<file path="config.mk">
export PLATFORM = sky130hd
export DESIGN_NAME = pipe_ctrl_unit
export DESIGN_NICKNAME = d
export VERILOG_FILES = /design/src/rtl/pipe_ctrl_unit.sv
export SDC_FILE = /design/constraint.sdc
export NUM_CORES = 1
export LEC_CHECK = 0
export ABC_CLOCK_PERIOD_IN_PS = 3670
export BUFFER_PORTS_ARGS = -buffer_cell sky130_fd_sc_hd__buf_2
export CELL_PAD_IN_SITES_DETAIL_PLACEMENT = 1
export CELL_PAD_IN_SITES_GLOBAL_PLACEMENT = 1
export CORE_MARGIN = 2
export CORE_UTILIZATION = 40
export DETAILED_ROUTE_END_ITERATION = 10
export HOLD_SLACK_MARGIN = 0.15
export PLACE_DENSITY = 0.87
export SKIP_CTS_REPAIR_TIMING = 1
export SLEW_MARGIN = 40
export SYNTH_ARGS = -nofsm -noshare
export SYNTH_HDL_FRONTEND = slang
export SYNTH_SLANG_ARGS = --single-unit
</file>
<file path="constraint.sdc">
create_clock -name clk -period 3.67 [get_ports clk]
set_input_delay 0.5505 -clock clk [delete_from_list [all_inputs] [get_ports clk]]
set_output_delay 0.5505 -clock clk [all_outputs]
set_load 0.1 [all_outputs]
</file>
<file path="src/rtl/pipe_ctrl_unit.sv">
// Pipeline hazard/control unit: jump redirect, load-use interlock, multicycle
// wait with timeout, external freeze and a saturating stall-cycle counter.
module pipe_ctrl_unit #(
  parameter int ADDR_WIDTH     = 32,
  parameter int REG_ADDR_WIDTH = 5,
  parameter int NUM_STAGES     = 5,
  parameter int MC_TIMEOUT     = 64
) (
  input  logic                      clk,
  input  logic                      rst_n,
  input  logic                      jump_en_i,
  input  logic [ADDR_WIDTH-1:0]     jump_addr_i,
  input  logic                      ex_is_load_i,
  input  logic [REG_ADDR_WIDTH-1:0] ex_rd_addr_i,
  input  logic [REG_ADDR_WIDTH-1:0] id_rs1_addr_i,
  input  logic [REG_ADDR_WIDTH-1:0] id_rs2_addr_i,
  input  logic                      id_rs1_used_i,
  input  logic                      id_rs2_used_i,
  input  logic                      mc_start_i,
  input  logic                      mc_done_i,
  input  logic                      ext_stall_i,
  output logic                      jump_en_o,
  output logic [ADDR_WIDTH-1:0]     jump_addr_o,
  output logic [NUM_STAGES-1:0]     stall_o,
  output logic [NUM_STAGES-1:0]     flush_o,
  output logic                      mc_err_o,
  output logic [31:0]               stall_cnt_o
);

  localparam int TO_W = $clog2(MC_TIMEOUT + 1);

  typedef enum logic [1:0] {RUN, MC_WAIT, FLUSH} state_t;

  state_t                state_q, state_d;
  logic [TO_W-1:0]       to_cnt_q, to_cnt_d;
  logic                  pend_q;
  logic [ADDR_WIDTH-1:0] pend_addr_q;
  logic                  take_jump;
  logic [ADDR_WIDTH-1:0] take_addr;
  logic                  load_use;
  logic                  timeout_hit;

  // EX is busy with the multicycle op in MC_WAIT, so redirects are dropped there.
  assign take_jump = !ext_stall_i && (state_q != MC_WAIT) && (jump_en_i || pend_q);
  assign take_addr = jump_en_i ? jump_addr_i : pend_addr_q;

  assign load_use = ex_is_load_i && (ex_rd_addr_i != '0) &&
                    ((id_rs1_used_i && (id_rs1_addr_i == ex_rd_addr_i)) ||
                     (id_rs2_used_i && (id_rs2_addr_i == ex_rd_addr_i)));

  // State register
  always_ff @(posedge clk or negedge rst_n) begin
    if (!rst_n) begin
      state_q  <= RUN;
      to_cnt_q <= '0;
    end else begin
      // NOTE: sequential state uses non-blocking assignments so every flop
      // samples pre-edge values regardless of block ordering.
      state_q  <= state_d;
      to_cnt_q <= to_cnt_d;
    end
  end

  // Next-state logic; everything holds while the external stall is active.
  always_comb begin
    // NOTE: defaults first so no path leaves a variable unassigned (no latches).
    state_d     = state_q;
    to_cnt_d    = to_cnt_q;
    timeout_hit = 1'b0;
    if (!ext_stall_i) begin
      unique case (state_q)
        RUN: begin
          if (take_jump) begin
            state_d = FLUSH;
          end else if (mc_start_i && !mc_done_i) begin
            state_d  = MC_WAIT;
            to_cnt_d = '0;
          end
        end
        MC_WAIT: begin
          if (mc_done_i) begin
            state_d = RUN;
          end else if (to_cnt_q == TO_W'(MC_TIMEOUT - 1)) begin
            state_d     = RUN;
            timeout_hit = 1'b1;
          end else begin
            to_cnt_d = to_cnt_q + TO_W'(1);
          end
        end
        FLUSH:   state_d = take_jump ? FLUSH : RUN;
        default: state_d = RUN;
      endcase
    end
  end

  // Output logic; masked while reset is asserted.
  always_comb begin
    stall_o = '0;
    flush_o = '0;
    if (rst_n) begin
      if (ext_stall_i) begin
        stall_o = '1;
      end else begin
        unique case (state_q)
          FLUSH: flush_o[2:1] = 2'b11;
          MC_WAIT: begin
            stall_o[2:0] = 3'b111;
            flush_o[3]   = 1'b1;
          end
          RUN: begin
            if (load_use && !take_jump) begin
              stall_o[1:0] = 2'b11;
              flush_o[2]   = 1'b1;
            end
          end
          default: ;
        endcase
      end
    end
  end

  // Jump issue, pending capture, sticky error and stall statistics.
  always_ff @(posedge clk or negedge rst_n) begin
    if (!rst_n) begin
      pend_q      <= 1'b0;
      pend_addr_q <= '0;
      jump_en_o   <= 1'b0;
      jump_addr_o <= '0;
      mc_err_o    <= 1'b0;
      stall_cnt_o <= '0;
    end else begin
      jump_en_o <= take_jump;
      if (take_jump) begin
        jump_addr_o <= take_addr;
      end
      if (ext_stall_i && jump_en_i && (state_q != MC_WAIT)) begin
        pend_q      <= 1'b1;
        pend_addr_q <= jump_addr_i;
      end else if (take_jump) begin
        pend_q <= 1'b0;
      end
      if (timeout_hit) begin
        mc_err_o <= 1'b1;
      end
      if ((|stall_o) && (stall_cnt_o != 32'hFFFF_FFFF)) begin
        stall_cnt_o <= stall_cnt_o + 32'd1;
      end
    end
  end

endmodule

</file>
==> flow_summary.toml <==
[worst_setup_path]
slowest_stage = "buf_4"
crit_top_cell = "buf_4"
crit_family = "buffers and inverters"
path_max_fanout = 54
crit_type = "input pin to output pin"
max_stage_delay_ns = 0.56
cp-start-kind = "input pin"
cp.arrival_ns = 2.62
worstPathCellList = "dlygate4sd3_1 > buf_4 > buf_4 > nor3b_1 > buf_2"
path_buf_inv = 4
worst_setup_path_end_kind = "output pin"
cp.required_ns = 3.12

[clock_tree]
cts_buffers = 9
clkLatencyLatePin_ns = 0.35
cts_root_buf = "clkbuf_16"
cts_tree = "done"
clk_pin_slew_ns = 0.08
h-tree-depth = 3
cts_sinks = 108
cts_buffer_depth = 2

[timing]
slew_headroom_pct = 54.5
finalMaxSlewViolations = 0
worst_pin_slew_ns = 0.683
skew_ns = 0.00942
hold_violations = 0
period_share_pct = 86.5
period_needed_ns = 3.18
max_freq_ghz = 0.315
grt_setup_unrepaired = "false"
timing.hold.ws_ns = 0.448
finalSetupViolCount = 0
setup_tns_ns = 0

[floorplanning]
dieHeight_um = 116
dieArea_um2 = 13500
std_cell_rows = 41
die_x_um = 116
coreArea_um2 = 12500
io_pins = 132
initial_utilization_pct = 40.5

[synth]
syn_avg_cell_area_um2 = 11.2
yosys_most_used_dff = "dfrtp_1"
synth-seq-area-share_pct = 53.6
synth_async_sr_flop_share_pct = 100
synth_edf_count = 0
synth-seq-cells = 108
synth_area_um2 = 5040
yosysWarnings = 0
synth_cells = 451
synth.distinct_cells = 46

[layout]
seq_area_um2 = 2700
diodes = 0
final_area_um2 = 6150
drive_above_1_share_pct = 34.5
multi_input_area_um2 = 2220
fill_cells = 1411
final_common_cell = "buf_2"
syn2layout_area_growth_pct = 22.0
layout_common_cells = "buf_2, dfrtp_1, nor2_1"
nNetsFinal = 633

[power]
ir_drop_uv = 442
powerDensity_nw_per_um2 = 602
totalPowerFinal_w = 0.00370
p_leak_nw = 2.97

[route]
dr.pass1.iters = 4
vias = 3859
drt_iter0_drc = 129
wl_per_cell_um = 17.1
finalWirelength_mm = 12.9
routed_via_density = 5.13
drc = 0
detail-route-antenna-nets = 0

[hold_path]
hold_path_class = "input pin to flop"

[run]
max_cap_viol_count = 0

[placed_design]
hpwl_mm = 9.33
dpl_cell_area_um2 = 5850
portBuffers = 129
finalWeightedCongestion = 0.844

[global_route]
grt-ovfl-total = 0
grtUsageTotal_pct = 19.2
grt_pass1_wl_mm = 20.4
grt_max_degree = 63
grt_pass1_vias = 4170
antenna_found_initial = 0

[run_status]
outcome = "finished clean"
==> kinds of logic after synthesis <==
kind of cell	synth area share, %
XOR/XNOR	7.99
AND/OR/NAND/NOR	15.2
AO/OA/AOI/OAI	5.95
multiplexers	13.9
buffers and inverters	2.83
flip-flops	53.6
other	0.0743
adder cells (fa/ha/maj)	0.496
==> layer usage <==
layer / track usage [%] / up-vias / wire length [um]
li1: - / 1810 / -
met1: 23.3 / 1957 / 5280
met2: 34.9 / 74 / 6950
met3: 2.08 / 18 / 371
met4: 7.86 / 0 / 289
met5: 0 / - / 0
==> cells in the mapped netlist, types with 3 or more instances <==
cell type / instances / area share (%)
mux2_2: 32 / 7.1
mux2i_1: 33 / 6.5
nor2_1: 55 / 4.1
nor3_1: 17 / 1.7
xnor2_1: 16 / 2.8
clkbuf_1: 7 / 0.52
nand2_1: 21 / 1.6
nor4_1: 4 / 0.50
dfrtp_1: 108 / 54
inv_1: 6 / 0.45
o21ai_0: 5 / 0.50
xor2_1: 30 / 5.2
buf_1: 7 / 0.52
buf_4: 4 / 0.60
nand4_1: 14 / 1.7
a21oi_1: 33 / 3.3
nor4_2: 3 / 0.74
buf_2: 3 / 0.30
nand3_1: 14 / 1.4
and3_1: 7 / 0.87
==> report_power, final <==
| part | leakage, nW | internal [W] | total (W) | switching (W) |
|---|---|---|---|---|
| sequential | 1.33 | 0.00135 | 0.00147 | 0.000119 |
| combinational | 1.51 | 0.000249 | 0.00129 | 0.00104 |
| clock | 0.135 | 0.000471 | 0.000933 | 0.000462 |
==> worst paths after layout <==
check / slack [ns] / to / cells past startpoint / startpoint
worst max-delay path: 0.49 / flush_o[3] / 5 / rst_n
worst min-delay path: 0.45 / pend_addr_q[18] / 2 / jump_addr_i[18]
worst max register to register: 1.29 / stall_cnt_o[1] / 5 / stall_cnt_o[11]
worst min register to register: 0.48 / mc_err_o / 1 / mc_err_o
max in group asynchronous: 2.23 / stall_cnt_o[2] / 3 / rst_n
min in group asynchronous: 0.57 / state_q[1] / 2 / rst_n
==> sequential cells by signal (all words and copies together), names as in the netlist <==
register	cells
state_q	2
to_cnt_q	7
stall_cnt_o	32
mc_err_o	1
jump_addr_o	32
pend_q	1
pend_addr_q	32
jump_en_o	1
==> metrics by stage <==
step                      setup slack (ns)  instances  utilization [%]
after floorplan                     0.0304        452                -
after global placement               0.838        735             46.9
after detailed placement             0.778        735             46.9
after CTS                            0.763        751             49.2
after global routing                 0.303        752             49.4
final                                0.495        752             49.4
==> cell type report <==
cell class | count | area share [%]
clock inverters | 7 | 0.976
flip-flops and latches | 108 | 43.9
repair buffers | 135 | 11.5
well taps | 172 | 3.50
clock buffers | 9 | 3.66
multi-input cells | 315 | 36.1
inverters | 6 | 0.366
==> worst reg2reg max path, delay by kind of cell (launching register included) <==
family / cells / cell delay, ns
DFF: 1 / 0.48
muxes: 1 / 0.38
and+or+nand+nor: 4 / 1.41
(Power assumes the default switching activity.)
